==> src/rtl/lighthouse_pkg.sv <==
// Shared definitions for the lighthouse photodiode front-end: sync-code bit
// positions, sweep-window and pulse-class encodings, default 50 MHz timing.
package lighthouse_pkg;

  localparam int CODE_AXIS = 0;
  localparam int CODE_DATA = 1;
  localparam int CODE_SKIP = 2;

  localparam int DEF_TIMER_W       = 32;
  localparam int DEF_GLITCH_CYCLES = 4;
  localparam int DEF_SYNC_BASE     = 3125;
  localparam int DEF_SYNC_STEP     = 521;
  localparam int DEF_SWEEP_MAX     = 1000;
  localparam int DEF_SYNC_TIMEOUT  = 1000000;

  typedef enum logic [1:0] {
    IDLE,
    ARMED,
    WAIT_SYNC,
    WAIT_OTHER
  } sweep_state_e;

  typedef enum logic [1:0] {
    PULSE_REJECT,
    PULSE_SYNC,
    PULSE_SWEEP
  } pulse_class_e;

endpackage

==> src/rtl/lighthouse_deglitch.sv <==
// Two-flop synchroniser followed by a stability filter: the filtered level only
// follows the synchronised input after GLITCH_CYCLES consecutive equal samples.
module lighthouse_deglitch #(
  parameter int GLITCH_CYCLES = 4
) (
  input  logic clock,
  input  logic reset,
  input  logic sensor_i,
  output logic sync_level,
  output logic level
);

  localparam int CNT_W = $clog2(GLITCH_CYCLES + 1);

  logic [1:0]       sync_reg;
  logic [CNT_W-1:0] stable_count_reg;
  logic             level_reg;

  // Synchroniser resets high so a line that is already high at reset release
  // never looks like a fresh low-to-high transition downstream.
  always_ff @(posedge clock or posedge reset) begin
    if (reset) begin
      sync_reg         <= 2'b11;
      stable_count_reg <= '0;
      level_reg        <= 1'b0;
    end else begin
      sync_reg <= {sync_reg[0], sensor_i};
      if (sync_reg[1] == level_reg) begin
        stable_count_reg <= '0;
      end else if (stable_count_reg == CNT_W'(GLITCH_CYCLES - 1)) begin
        level_reg        <= sync_reg[1];
        stable_count_reg <= '0;
      end else begin
        stable_count_reg <= stable_count_reg + 1'b1;
      end
    end
  end

  assign sync_level = sync_reg[1];
  assign level      = level_reg;

endmodule

==> src/rtl/lighthouse_pulse_decoder.sv <==
// One photodiode channel: deglitch, edge timestamping, sync/sweep classification
// and one sweep record per rotation. Define PULSE_DECODER_STATS_EN for counters.
module lighthouse_pulse_decoder
  import lighthouse_pkg::*;
#(
  parameter int TIMER_W       = DEF_TIMER_W,
  parameter int GLITCH_CYCLES = DEF_GLITCH_CYCLES,
  parameter int SYNC_BASE     = DEF_SYNC_BASE,
  parameter int SYNC_STEP     = DEF_SYNC_STEP,
  parameter int SWEEP_MAX     = DEF_SWEEP_MAX,
  parameter int SYNC_TIMEOUT  = DEF_SYNC_TIMEOUT
) (
  input  logic               clock,
  input  logic               reset,
  input  logic               sensor_i,
  input  logic [TIMER_W-1:0] timer,
  output logic               out_valid,
  input  logic               out_ready,
  output logic [TIMER_W-1:0] out_ticks,
  output logic               out_axis,
  output logic               out_data,
  output logic               locked,
  output logic [2:0]         sync_code
`ifdef PULSE_DECODER_STATS_EN
  ,
  output logic [15:0]        drop_count,
  output logic [15:0]        reject_count
`endif
);

  localparam logic [TIMER_W-1:0] SYNC_LO   = TIMER_W'(SYNC_BASE - SYNC_STEP / 2);
  localparam logic [TIMER_W-1:0] SYNC_HI   = TIMER_W'(SYNC_BASE + 7 * SYNC_STEP + SYNC_STEP / 2);
  localparam logic [TIMER_W-1:0] SWEEP_LIM = TIMER_W'(SWEEP_MAX);
  localparam logic [TIMER_W-1:0] TIMEOUT_T = TIMER_W'(SYNC_TIMEOUT);

  logic sync_level, level;
  logic level_d_reg, seen_low_reg, have_rise_reg;
  logic rise_evt, fall_evt;
  logic [TIMER_W-1:0] rise_t_reg, width_now;
  logic [6:0] above;
  logic [2:0] code_now;
  pulse_class_e class_now;

  logic               pulse_valid_reg;
  pulse_class_e       pulse_class_reg;
  logic [2:0]         pulse_code_reg;
  logic [TIMER_W-1:0] pulse_rise_reg, pulse_width_reg;

  sweep_state_e state_reg, state_next, cur_state;
  logic timed_out, take_sync, emit;
  logic [TIMER_W-1:0] sync_t_reg, record_ticks;
  logic [2:0] sync_code_reg;
  logic out_valid_reg, out_axis_reg, out_data_reg;
  logic [TIMER_W-1:0] out_ticks_reg;

  lighthouse_deglitch #(.GLITCH_CYCLES(GLITCH_CYCLES)) u_deglitch (
    .clock      (clock),
    .reset      (reset),
    .sensor_i   (sensor_i),
    .sync_level (sync_level),
    .level      (level)
  );

  assign rise_evt  = level & ~level_d_reg;
  assign fall_evt  = ~level & level_d_reg;
  assign width_now = timer - rise_t_reg;

  // Code ladder: one comparator per boundary between adjacent sync codes.
  for (genvar gi = 0; gi < 7; gi++) begin : g_ladder
    assign above[gi] = width_now >= TIMER_W'(SYNC_BASE + (gi + 1) * SYNC_STEP - SYNC_STEP / 2);
  end

  always_comb begin
    code_now = 3'd0;
    for (int i = 0; i < 7; i++) code_now = code_now + 3'(above[i]);
    if (width_now >= SYNC_LO && width_now < SYNC_HI) class_now = PULSE_SYNC;
    else if (width_now <= SWEEP_LIM)                class_now = PULSE_SWEEP;
    else                                            class_now = PULSE_REJECT;
  end

  // A rise only counts once the line has been seen low since reset, so a pulse
  // already in progress at reset release is never measured.
  always_ff @(posedge clock or posedge reset) begin
    if (reset) begin
      level_d_reg     <= 1'b0;
      seen_low_reg    <= 1'b0;
      have_rise_reg   <= 1'b0;
      rise_t_reg      <= '0;
      pulse_valid_reg <= 1'b0;
      pulse_class_reg <= PULSE_REJECT;
      pulse_code_reg  <= 3'd0;
      pulse_rise_reg  <= '0;
      pulse_width_reg <= '0;
    end else begin
      level_d_reg <= level;
      if (!sync_level) seen_low_reg <= 1'b1;
      if (rise_evt && seen_low_reg) begin
        rise_t_reg    <= timer;
        have_rise_reg <= 1'b1;
      end else if (fall_evt) begin
        have_rise_reg <= 1'b0;
      end
      pulse_valid_reg <= fall_evt && have_rise_reg;
      pulse_class_reg <= class_now;
      pulse_code_reg  <= code_now;
      pulse_rise_reg  <= rise_t_reg;
      pulse_width_reg <= width_now;
    end
  end

  always_comb begin
    timed_out  = (state_reg != IDLE) && ((timer - sync_t_reg) > TIMEOUT_T);
    cur_state  = timed_out ? IDLE : state_reg;
    state_next = cur_state;
    take_sync  = 1'b0;
    emit       = 1'b0;
    if (pulse_valid_reg) begin
      case (pulse_class_reg)
        PULSE_SYNC: begin
          take_sync  = 1'b1;
          state_next = pulse_code_reg[CODE_SKIP] ? WAIT_OTHER : ARMED;
        end
        PULSE_SWEEP: begin
          if (cur_state == ARMED) begin
            emit       = 1'b1;
            state_next = WAIT_SYNC;
          end
        end
        default: ;
      endcase
    end
  end

  assign record_ticks = pulse_rise_reg + (pulse_width_reg >> 1) - sync_t_reg;

  always_ff @(posedge clock or posedge reset) begin
    if (reset) begin
      state_reg     <= IDLE;
      sync_t_reg    <= '0;
      sync_code_reg <= 3'd0;
      out_valid_reg <= 1'b0;
      out_ticks_reg <= '0;
      out_axis_reg  <= 1'b0;
      out_data_reg  <= 1'b0;
    end else begin
      state_reg <= state_next;
      if (take_sync) begin
        sync_t_reg    <= pulse_rise_reg;
        sync_code_reg <= pulse_code_reg;
      end
      // A full register keeps its record; a new one only loads into a free slot.
      if (emit && (!out_valid_reg || out_ready)) begin
        out_valid_reg <= 1'b1;
        out_ticks_reg <= record_ticks;
        out_axis_reg  <= sync_code_reg[CODE_AXIS];
        out_data_reg  <= sync_code_reg[CODE_DATA];
      end else if (out_valid_reg && out_ready) begin
        out_valid_reg <= 1'b0;
      end
    end
  end

  assign out_valid = out_valid_reg;
  assign out_ticks = out_ticks_reg;
  assign out_axis  = out_axis_reg;
  assign out_data  = out_data_reg;
  assign locked    = (state_reg != IDLE);
  assign sync_code = sync_code_reg;

`ifdef PULSE_DECODER_STATS_EN
  logic drop_evt, reject_evt;
  logic [15:0] drop_count_reg, reject_count_reg;

  assign drop_evt   = emit && out_valid_reg && !out_ready;
  assign reject_evt = pulse_valid_reg &&
                      (pulse_class_reg == PULSE_REJECT || (pulse_class_reg == PULSE_SWEEP && !emit));

  always_ff @(posedge clock or posedge reset) begin
    if (reset) begin
      drop_count_reg   <= 16'd0;
      reject_count_reg <= 16'd0;
    end else begin
      if (drop_evt && drop_count_reg != 16'hFFFF)     drop_count_reg   <= drop_count_reg + 16'd1;
      if (reject_evt && reject_count_reg != 16'hFFFF) reject_count_reg <= reject_count_reg + 16'd1;
    end
  end

  assign drop_count   = drop_count_reg;
  assign reject_count = reject_count_reg;
`endif

endmodule
==> config.mk <==
export PLATFORM = sky130hd
export DESIGN_NAME = lighthouse_pulse_decoder
export DESIGN_NICKNAME = d
export VERILOG_FILES = /design/src/rtl/lighthouse_pkg.sv /design/src/rtl/lighthouse_deglitch.sv /design/src/rtl/lighthouse_pulse_decoder.sv
export SDC_FILE = /design/constraint.sdc
export NUM_CORES = 1
export LEC_CHECK = 0
export ABC_AREA = 1
export ABC_CLOCK_PERIOD_IN_PS = 14100
export CORE_ASPECT_RATIO = 1.2
export CORE_MARGIN = 5
export CORE_UTILIZATION = 60
export CTS_CLUSTER_DIAMETER = 100
export DETAILED_ROUTE_END_ITERATION = 10
export HOLD_SLACK_MARGIN = 0.02
export PLACE_DENSITY = 0.8
export SYNTH_ARGS = -nofsm -noshare
export SYNTH_HDL_FRONTEND = slang
export SYNTH_HIERARCHICAL = 1
export SYNTH_SLANG_ARGS = --single-unit
==> constraint.sdc <==
create_clock -name clock -period 14.1 [get_ports clock]
set_input_delay 1.41 -clock clock [delete_from_list [all_inputs] [get_ports clock]]
set_output_delay 1.41 -clock clock [all_outputs]
set_load 0.02 [all_outputs]
==> qor.csv, run 1 <==
stage,metric,value,unit
run_status,status,"complete, no violations",
critical_path,crit_path_end_kind,register,
logic_synthesis,yosys_most_used_dff,dfrtp_1,
global_routing,grt_pass1_vias,13600,
logic_synthesis,yosys_register_bits,182,
clock_tree,cts_buffers,17,
logic_synthesis,ys_types,47,
sta,worst_slew_pin_slew,0.992,ns
power_and_ir_drop,powerDensity,230,nW/um^2
sta,hold_ws,0.360,ns
logic_synthesis,avgSynthCellArea,6.77,um^2
route,drc_errors,0,
clock_tree,cts_root_buf,clkbuf_16,
sta,period_minus_slack,6.26,ns
route,routed_wl,44800,um
critical_path,crit_cells,24,
power_and_ir_drop,peakVddDrop,0.139,mV
worst_hold_path,hp-class,register to register,
critical_path,path_delay_family,adder cells,
sta,hold_viol,0,
clock_tree,htree_levels,4,
global_routing,overflow,0,
logic_synthesis,synth_compound_area_frac,0.0847,
power_and_ir_drop,leakagePower,8.97,nW
sta,grt_setup_unrepaired,false,
sta,timing.slew.headroom,0.338,
critical_path,critical_path_required,14.43,ns
logic_synthesis,yosysSeqAreaShare,0.310,
critical_path,worst-path-buf-inv,4,
place,placed_cells,2541,
power_and_ir_drop,p_seq_frac,0.200,
sta,fmax,160,MHz
logic_synthesis,synth-xor-area-share,0.0315,
critical_path,cp.arrival,6.59,ns
critical_path,crit_path_frequent_cell,nand2_1,
logic_synthesis,synth_cells,2167,
layout,num-nets-final,2410,
critical_path,worstRegToRegCells,22,
logic_synthesis,synth-edff-count,0,
global_routing,grt_start_max_net_pins,98,
layout,nFillCells,2162,
critical_path,critPathMaxStageDelay,0.54,ns
route,routedWlPerCell,17.4,um
floorplan,dieArea,27700,um^2
logic_synthesis,synth_top_family_by_area,simple AND/OR/NAND/NOR gates,
floorplan,die_w,153,um
power_and_ir_drop,swShare,0.534,
power_and_ir_drop,clkPwrFrac,0.126,
logic_synthesis,synthSimpleGateAreaFrac,0.296,
clock_tree,cts_tree,done,
route,via_count,13900,
floorplan,start_util,0.610,
clock_tree,cts.clk_slew.worst_paths,0.07,ns
route,via_per_inst,5.41,
route,ant_nets,0,
logic_synthesis,synth_area,14700,um^2
layout,register_area,4560,um^2
clock_tree,clkSinkCount,182,
logic_synthesis,async_flop_share,1.00,
layout,multiInputGateArea,8070,um^2
run,drv_cap,0,
sta,fin_crit_sh,0.444,
route,first_pass_iters,6,
power_and_ir_drop,p_int,1.75,mW
critical_path,startpoint_type,input pin,
floorplan,rows,62,
global_routing,grt_pass1_wl,69900,um
layout,drive_above_1_share,0.0435,
clock_tree,cts_buffer_depth,2,
global_routing,grt_use_total,0.322,
layout,area_delta_synth_final,11.0,%
sta,clock-skew-final,0.0106,ns
logic_synthesis,muxShareOfSynthArea,0.00384,
critical_path,critPathMaxFanout,5,
worst_hold_path,whs_path_depth,0,
logic_synthesis,syn_nets,2337,
global_routing,antenna_found_initial,1,
logic_synthesis,synth_fa_ha_area_frac,0.133,
floorplan,design.core.area,24000,um^2
sta,fin_tns_setup,0,ns
clock_tree,cts_setup_buffers,0,
power_and_ir_drop,p_comb_frac,0.674,
sta,slew_viol_final,0,
route,drtIter0Drc,1115,
sta,setup_viol,0,
clock_tree,holdBufCountCts,0,
layout,antenna_cells,0,
logic_synthesis,yosys_warnings,6,
clock_tree,postCtsResizedCells,0,
floorplan,die_h,181,um
critical_path,critPathKind,input pin to register,
floorplan,pin_count,75,
layout,layout.cells.non_filler,2573,
critical_path,cpMaxStageDelayCell,fa_1,
place,gp_congestion,1.12,
place,io_buffers,74,
power_and_ir_drop,switchingPower,2.00,mW
place,hpwl,36900,um
clock_tree,clkLatencyLatePin,0.45,ns
critical_path,crit_chain,clkdlybuf4s50_1 > inv_1 > ha_1 > fa_1 > inv_1 > nand3_1 > nand2_1 > nand2_1 > nand2_1 > nand2_1 > nand2_1 > nand2_1 > nand2_1 > nand2_1 > nand2_1 > nand3_1 > nor2_2 > nand3_1 > a21oi_1 > fa_1 > fa_1 > inv_1 > fa_1 > fa_1,
-- power by group through the flow --
stage          Sequential [mW]  Combinational [mW]  Clock (mW)
2_1_floorplan            0.717                1.81           0
3_3_place_gp             0.751                2.42           0
3_5_place_dp             0.755                2.45           0
4_1_cts                  0.744                2.47       0.479
5_1_grt                  0.760                2.78       0.503
6_report                 0.748                2.52       0.473
-- cell usage after synthesis, types with 2 or more instances --
cell	number	share of area
a21oi_2	2	0.0012
o21ai_0	68	0.023
xor2_1	26	0.016
a21oi_1	119	0.041
inv_2	5	0.0013
buf_6	4	0.0031
clkinv_1	2	0.00051
buf_2	3	0.0010
o21a_1	5	0.0026
buf_4	3	0.0015
o21ai_1	4	0.0014
nand3_1	138	0.047
nor3_1	18	0.0061
and2_1	3	0.0013
clkbuf_1	14	0.0036
fa_1	37	0.050
nor4_1	3	0.0013
ha_1	97	0.083
nor2_2	12	0.0051
inv_1	506	0.13
xnor2_1	25	0.015
nand4_1	36	0.015
o211ai_1	2	0.0010
nand2_1	604	0.15
o31ai_1	2	0.0010
nand2_2	24	0.010
a21o_1	6	0.0031
o221ai_1	2	0.0012
dfstp_2	2	0.0036
o21bai_1	7	0.0036
a31oi_1	6	0.0026
nand3_2	5	0.0034
nand3b_1	10	0.0051
a21boi_0	2	0.0010
mux2_2	5	0.0038
dfrtp_1	180	0.31
nor2_1	170	0.043
-- worst paths after layout --
| kind | endpoint | slack [ns] | startpoint |
|---|---|---|---|
| min in group asynchronous | u_deglitch/stable_count_reg[2]$_DFF_PP0_ | 1.29 | reset |
| max in group asynchronous | out_ticks[30]$_DFFE_PP0P_ | 11.02 | reset |
| worst max-delay path | pulse_code_reg[1]$_DFF_PP0_ | 7.84 | timer[0] |
| worst min-delay path | u_deglitch/sync_reg[1]$_DFF_PP1_ | 0.36 | u_deglitch/sync_reg[0]$_DFF_PP1_ |
| worst max register to register | pulse_code_reg[1]$_DFF_PP0_ | 8.88 | rise_t_reg[0]$_DFFE_PP0P_ |
| worst min register to register | u_deglitch/sync_reg[1]$_DFF_PP1_ | 0.36 | u_deglitch/sync_reg[0]$_DFF_PP1_ |
-- cells by family after synthesis --
logic type,after synthesis
adder cells (fa/ha/maj),134
multiplexers,5
AND/OR/NAND/NOR,1028
XOR/XNOR,52
buffers and inverters,537
flip-flops,182
AO/OA/AOI/OAI,229
-- layer usage --
layer | share of wire | vias to the layer above | track usage | wire length [um]
met4 | 0.047 | 0 | 0.148 | 2100
met1 | 0.41 | 6479 | 0.406 | 18300
met5 | 0 | - | 0 | 0
met3 | 0.069 | 120 | 0.0503 | 3110
li1 | - | 6785 | - | -
met2 | 0.47 | 533 | 0.544 | 21200
-- per-stage QoR --
step | cell area [um^2] | setup WS (ns) | power (mW) | util
after floorplan | 14700 | 7.92 | 2.52 | -
after global placement | 15700 | 7.53 | 3.17 | 0.654
after detailed placement | 15700 | 7.41 | 3.21 | 0.654
after CTS | 16300 | 7.92 | 3.69 | 0.678
after global routing | 16300 | 7.61 | 4.05 | 0.678
final | 16300 | 7.84 | 3.74 | 0.678
-- cell usage in the layout, fill, tap and decap left out, drive strengths merged, types with 4 or more instances in the layout --
| cell | n |
|---|---|
| a21oi | 121 |
| clkdlybuf4s50 | 74 |
| o21bai | 7 |
| nand3 | 143 |
| nand3b | 10 |
| nand2 | 628 |
| o21a | 5 |
| dfrtp | 180 |
| xnor2 | 25 |
| clkinv | 8 |
| ha | 97 |
| a31oi | 6 |
| o21ai | 72 |
| clkbuf | 17 |
| fa | 37 |
| a21o | 6 |
| nor2 | 183 |
| nor3 | 18 |
| buf | 4 |
| nand4 | 37 |
| xor2 | 27 |
| inv | 517 |
| mux2 | 5 |
-- cell type report --
class                           count  area share
Sequential cell                   182       0.280
Inverter                          513       0.118
Multi-Input combinational cell   1448       0.495
Tap cell                          320      0.0246
Clock inverter                     15     0.00875
Timing Repair Buffer               78      0.0473
Clock buffer                       17      0.0261
(Power assumes the default switching activity.)
==> run 2, diff against run 1 <==
--- a/config.mk
+++ b/config.mk
@@ -6,7 +6,7 @@
 export NUM_CORES = 1
 export LEC_CHECK = 0
 export ABC_AREA = 1
-export ABC_CLOCK_PERIOD_IN_PS = 14100
+export ABC_CLOCK_PERIOD_IN_PS = 6200
 export CORE_ASPECT_RATIO = 1.2
 export CORE_MARGIN = 5
 export CORE_UTILIZATION = 60
==> constraint.sdc (replaced) <==
create_clock -name clock -period 6.2 [get_ports clock]
set_input_delay 0.62 -clock clock [delete_from_list [all_inputs] [get_ports clock]]
set_output_delay 0.62 -clock clock [all_outputs]
set_load 0.02 [all_outputs]
==> run 2 against run 1 <==
Net effect:
- hold slack gained 0.0026 ns
- final cell count grew 0.16%
- clock power grew 150%
- via count grew 1.0%
- critical path depth shrank 3
- routed wire length grew 0.95%
- clock skew grew 0.0021 ns
- sequential share of layout area shrank 0.14 points
- first-iteration DRC count grew 11%
- flip-flop and latch count is the same
- utilization grew 0.34 points
- die area is the same
- critical path type unchanged
==> qor.csv, run 2 (synthesis gave the netlist of run 1 again) <==
stage,metric,value,unit
run_status,status,"complete, no violations",
clock_tree,htree_levels,4,
sta,period_minus_slack,5.74,ns
place,hpwl,37100,um
clock_tree,cts_buffers,17,
clock_tree,cts_root_buf,clkbuf_16,
route,via_per_inst,5.45,
global_routing,antenna_found_initial,0,
sta,fin_tns_setup,0,ns
layout,num-nets-final,2414,
critical_path,r2r_slack,0.80,ns
sta,setup_viol,0,
floorplan,dieArea,27700,um^2
sta,worst_slew_pin_slew,0.985,ns
floorplan,pin_count,75,
global_routing,grt_use_met3,0.0440,
layout,layout_commonest_cell,nand2_1,
clock_tree,cts.clk_slew.worst_paths,0.08,ns
clock_tree,clkSinkCount,182,
critical_path,critPathMaxFanout,5,
power_and_ir_drop,peakVddDrop,0.269,mV
critical_path,critPathMaxStageDelay,0.56,ns
layout,drive_above_1_share,0.0443,
run,drv_cap,0,
sta,hold_ws,0.362,ns
floorplan,start_util,0.610,
sta,slew_viol_final,0,
global_routing,busiest_layer,met2,
critical_path,crit_chain,clkdlybuf4s50_1 > ha_1 > nand2_1 > nor2_1 > nand2_1 > nand2_1 > nand2_1 > nand2_1 > nand3_1 > nand2_1 > nand2_1 > nand2_1 > nand4_1 > nor2_2 > nand3_1 > a21oi_1 > fa_1 > fa_1 > inv_1 > fa_1 > fa_1,
clock_tree,postCtsResizedCells,0,
critical_path,crit_cells,21,
clock_tree,cts_buffer_depth,2,
floorplan,design.core.area,24000,um^2
global_routing,grt_use_total,0.328,
critical_path,worst-path-buf-inv,2,
critical_path,cpMaxStageDelayCell,fa_1,
route,drtIter0Drc,1237,
route,ant_nets,0,
critical_path,crit_path_end_kind,register,
sta,timing.slew.headroom,0.343,
place,pre_cts_slack,0.244,ns
place,io_buffers,74,
sta,hold_viol,0,
sta,finalWorstSetupSlack,0.460,ns
clock_tree,cts_tree,done,
clock_tree,clkLatencyLatePin,0.45,ns
route,routedWlPerCell,17.5,um
route,routed_wl,45200,um
power_and_ir_drop,p_total,8.70,mW
route,via_count,14100,
global_routing,grt_pass1_wl,71500,um
global_routing,overflow,0,
critical_path,cp.arrival,6.06,ns
critical_path,crit_path_frequent_cell,nand2_1,
critical_path,path_delay_family,adder cells,
route,drc_errors,0,
floorplan,die_h,181,um
critical_path,startpoint_type,input pin,
global_routing,globalRouteMet1Util,0.423,
power_and_ir_drop,leakagePower,9.02,nW
critical_path,critPathKind,input pin to register,
sta,fin_crit_sh,0.926,
worst_hold_path,whs_path_depth,0,
layout,mostFrequentLayoutCells,"nand2_1 (603), inv_1 (505), dfrtp_1 (180)",
critical_path,worstRegToRegCells,21,
route,first_pass_iters,7,
clock_tree,holdBufCountCts,0,
sta,clock-skew-final,0.0127,ns
layout,layout.cells.non_filler,2577,
worst_hold_path,hp-class,register to register,
layout,area_delta_synth_final,11.6,%
place,placed_cells,2545,
sta,fmax,174,MHz
place,gp_congestion,1.27,
clock_tree,cts_setup_buffers,0,
sta,grt_setup_unrepaired,false,
floorplan,die_w,153,um
layout,antenna_cells,0,
critical_path,critical_path_required,6.52,ns
power_and_ir_drop,powerDensity,531,nW/um^2
floorplan,rows,62,
global_routing,grt_start_max_net_pins,79,
global_routing,grt.met2_usage,0.553,
global_routing,grt_pass1_vias,13800,
[run 2: cell count changes in the layout (fill, tap and decap cells not counted)]
cell and delta:
clkbuf_1 +2, bufinv_16 +3, inv_8 -1, clkinv_4 -1, clkinv_8 -1, buf_4 +4
clkinv_2 -1, clkinvlp_4 -3, inv_6 +2
[run 2: worst paths after layout]
kind / startpoint / end
setup / recovery: timer[5] / pulse_code_reg[1]$_DFF_PP0_
hold / removal: u_deglitch/sync_reg[0]$_DFF_PP1_ / u_deglitch/sync_reg[1]$_DFF_PP1_
setup reg to reg: rise_t_reg[5]$_DFFE_PP0P_ / pulse_code_reg[1]$_DFF_PP0_
hold reg to reg: u_deglitch/sync_reg[0]$_DFF_PP1_ / u_deglitch/sync_reg[1]$_DFF_PP1_
max in group asynchronous: reset / out_ticks[30]$_DFFE_PP0P_
min in group asynchronous: reset / u_deglitch/stable_count_reg[2]$_DFF_PP0_
[run 2: report_power, final]
group	switching (mW)	leakage (nW)	internal, mW
Combinational	3.87	6.57	1.94
Sequential	0.183	2.14	1.52
Clock	0.533	0.304	0.651
Total	4.59	9.02	4.11
[run 2: area by class of cell]
type                            count  area [um^2]
Clock inverter                     13          186
Sequential cell                   182         4560
Fill cell                        2146         7670
Tap cell                          320          400
Multi-Input combinational cell   1448         8070
Timing Repair Buffer               82          801
Clock buffer                       19          433
Inverter                          513         1930
[run 2: per-stage QoR]
stage	utilization	cell area (um^2)
2_1_floorplan	-	14700
5_1_grt	0.681	16400
6_report	0.681	16400
4_1_cts	0.681	16400
3_5_place_dp	0.655	15800
3_3_place_gp	0.655	15800
[run 2: layer usage]
metal  wire, um  vias to the layer above
met5          0                        -
met4       2220                        0
met3       3200                      143
met2      21300                      582
met1      18400                     6529
li1           -                     6803
==> run 3, diff against run 2 <==
--- a/config.mk
+++ b/config.mk
@@ -9,11 +9,11 @@
 export ABC_CLOCK_PERIOD_IN_PS = 6200
 export CORE_ASPECT_RATIO = 1.2
 export CORE_MARGIN = 5
-export CORE_UTILIZATION = 60
+export CORE_UTILIZATION = 35
 export CTS_CLUSTER_DIAMETER = 100
 export DETAILED_ROUTE_END_ITERATION = 10
 export HOLD_SLACK_MARGIN = 0.02
-export PLACE_DENSITY = 0.8
+export PLACE_DENSITY = 0.51
 export SYNTH_ARGS = -nofsm -noshare
 export SYNTH_HDL_FRONTEND = slang
 export SYNTH_HIERARCHICAL = 1
==> run 3 against run 2 <==
Net effect:
- clock power decreased by 6%
- register-to-register slack improved by 0.02 ns
- die area increased by 67%
- flip-flop and latch count unchanged
- fmax increased by 1.8%
- critical endpoint unchanged
==> qor.csv, run 3 (synthesis gave the netlist of run 1 again) <==
stage,metric,value,unit
run_status,status,"complete, no violations",
global_routing,grt_pass1_wl,75300,um
critical_path,critical_path_required,6.54,ns
global_routing,overflow,0,
floorplan,die_w,197,um
sta,grt_setup_unrepaired,false,
critical_path,path_delay_family,adder cells,
layout,mostFrequentLayoutCells,"nand2_1 (603), inv_1 (505), dfrtp_1 (180)",
sta,fin_crit_sh,0.909,
clock_tree,cts_buffers,17,
critical_path,critPathMaxStageDelay,0.55,ns
route,drc_errors,0,
layout,fin_area,16600,um^2
clock_tree,cts_setup_buffers,0,
critical_path,critPathKind,input pin to register,
floorplan,design.core.area,41700,um^2
run,drv_cap,0,
clock_tree,clkSinkCount,182,
route,ant_nets,0,
sta,fin_tns_setup,0,ns
sta,hold_ws,0.359,ns
critical_path,crit_path_end_kind,register,
worst_hold_path,hp-class,register to register,
route,drtIter0Drc,860,
critical_path,r2r_end,pulse_code_reg[1]$_DFF_PP0_,
clock_tree,holdBufCountCts,0,
sta,hold_viol,0,
critical_path,cpMaxStageDelayCell,fa_1,
global_routing,grt_start_max_net_pins,116,
critical_path,worstRegToRegCells,22,
place,placed_cell_area,16100,um^2
sta,slew_viol_final,0,
route,routedWlPerCell,17.3,um
critical_path,worst-path-buf-inv,4,
sta,clock-skew-final,0.0149,ns
sta,period_minus_slack,5.64,ns
clock_tree,htree_levels,4,
global_routing,antenna_found_initial,0,
place,io_buffers,74,
critical_path,crit_path_frequent_cell,nand2_1,
worst_hold_path,min_to,u_deglitch/sync_reg[1]$_DFF_PP1_,
clock_tree,cts_root_buf,clkbuf_16,
layout,antenna_cells,0,
floorplan,die_h,234,um
place,gp_congestion,0.995,
route,first_pass_iters,6,
sta,fmax,177,MHz
critical_path,critPathMaxFanout,5,
clock_tree,clkLatencyLatePin,0.47,ns
floorplan,rows,82,
sta,timing.slew.headroom,0.426,
layout,fin_util,0.399,
route,via_per_inst,4.78,
global_routing,grt_pass1_vias,13400,
clock_tree,cts.clk_slew.worst_paths,0.07,ns
power_and_ir_drop,p_total,8.62,mW
critical_path,crit_chain,clkdlybuf4s50_1 > inv_1 > ha_1 > fa_1 > inv_1 > nand3_1 > nand2_1 > nand2_1 > nand2_1 > nand2_1 > nand2_1 > nand2_1 > nand2_1 > nand2_1 > nand2_1 > nand3_1 > nor2_2 > nand3_1 > a21oi_1 > fa_1 > fa_1 > inv_1 > fa_1 > fa_1,
layout,drive_above_1_share,0.0452,
critical_path,r2r-start,rise_t_reg[0]$_DFFE_PP0P_,
layout,num-nets-final,2414,
layout,layout.cells.non_filler,2803,
sta,finalWorstSetupSlack,0.563,ns
power_and_ir_drop,peakVddDrop,0.212,mV
route,via_count,13400,
sta,setup_viol,0,
layout,layout_commonest_cell,nand2_1,
place,pre_cts_slack,0.0987,ns
route,routed_wl,48600,um
floorplan,start_util,0.352,
power_and_ir_drop,powerDensity,518,nW/um^2
power_and_ir_drop,leakagePower,9.01,nW
floorplan,dieArea,46100,um^2
critical_path,cp.arrival,5.98,ns
sta,worst_slew_pin_slew,0.852,ns
worst_hold_path,hp-start,u_deglitch/sync_reg[0]$_DFF_PP1_,
layout,area_delta_synth_final,13.3,%
place,hpwl,41200,um
global_routing,grt_use_total,0.215,
clock_tree,cts_tree,done,
critical_path,r2r_slack,0.82,ns
floorplan,pin_count,75,
critical_path,startpoint_type,input pin,
worst_hold_path,whs_path_depth,0,
clock_tree,cts_buffer_depth,2,
place,placed_cells,2771,
clock_tree,postCtsResizedCells,0,
==> run 3: report_power, final <==
part | switching, mW | internal [mW]
sequential | 0.181 | 1.52
combinational | 3.88 | 1.93
clock | 0.553 | 0.555
total | 4.62 | 4.00
==> run 3: layout make-up <==
class | instances | area, um^2
Clock buffer | 19 | 453
Inverter | 513 | 1930
Fill cell | 4602 | 25000
Multi-Input combinational cell | 1448 | 8070
Sequential cell | 182 | 4560
Tap cell | 546 | 683
Clock inverter | 13 | 131
Timing Repair Buffer | 82 | 813
==> run 3: how the worst max path moves through the flow <==
stage	slack, ns	to	start	cells past startpoint
after floorplan	0.81	have_rise_reg$_DFFE_PP0P_	reset	1
after global placement	0.17	pulse_code_reg[1]$_DFF_PP0_	timer[0]	24
after detailed placement	0.1	pulse_code_reg[1]$_DFF_PP0_	timer[0]	24
after CTS	0.62	pulse_code_reg[1]$_DFF_PP0_	timer[0]	24
after global routing	0.22	pulse_code_reg[1]$_DFF_PP0_	timer[0]	24
final	0.56	pulse_code_reg[1]$_DFF_PP0_	timer[0]	24
==> run 3: metal layers <==
layer	routed length (um)	vias up	GRT usage
met4	1850	0	0.0878
li1	-	6789	-
met2	23800	284	0.374
met3	1400	85	0.0246
met1	21600	6252	0.273
met5	0	-	0
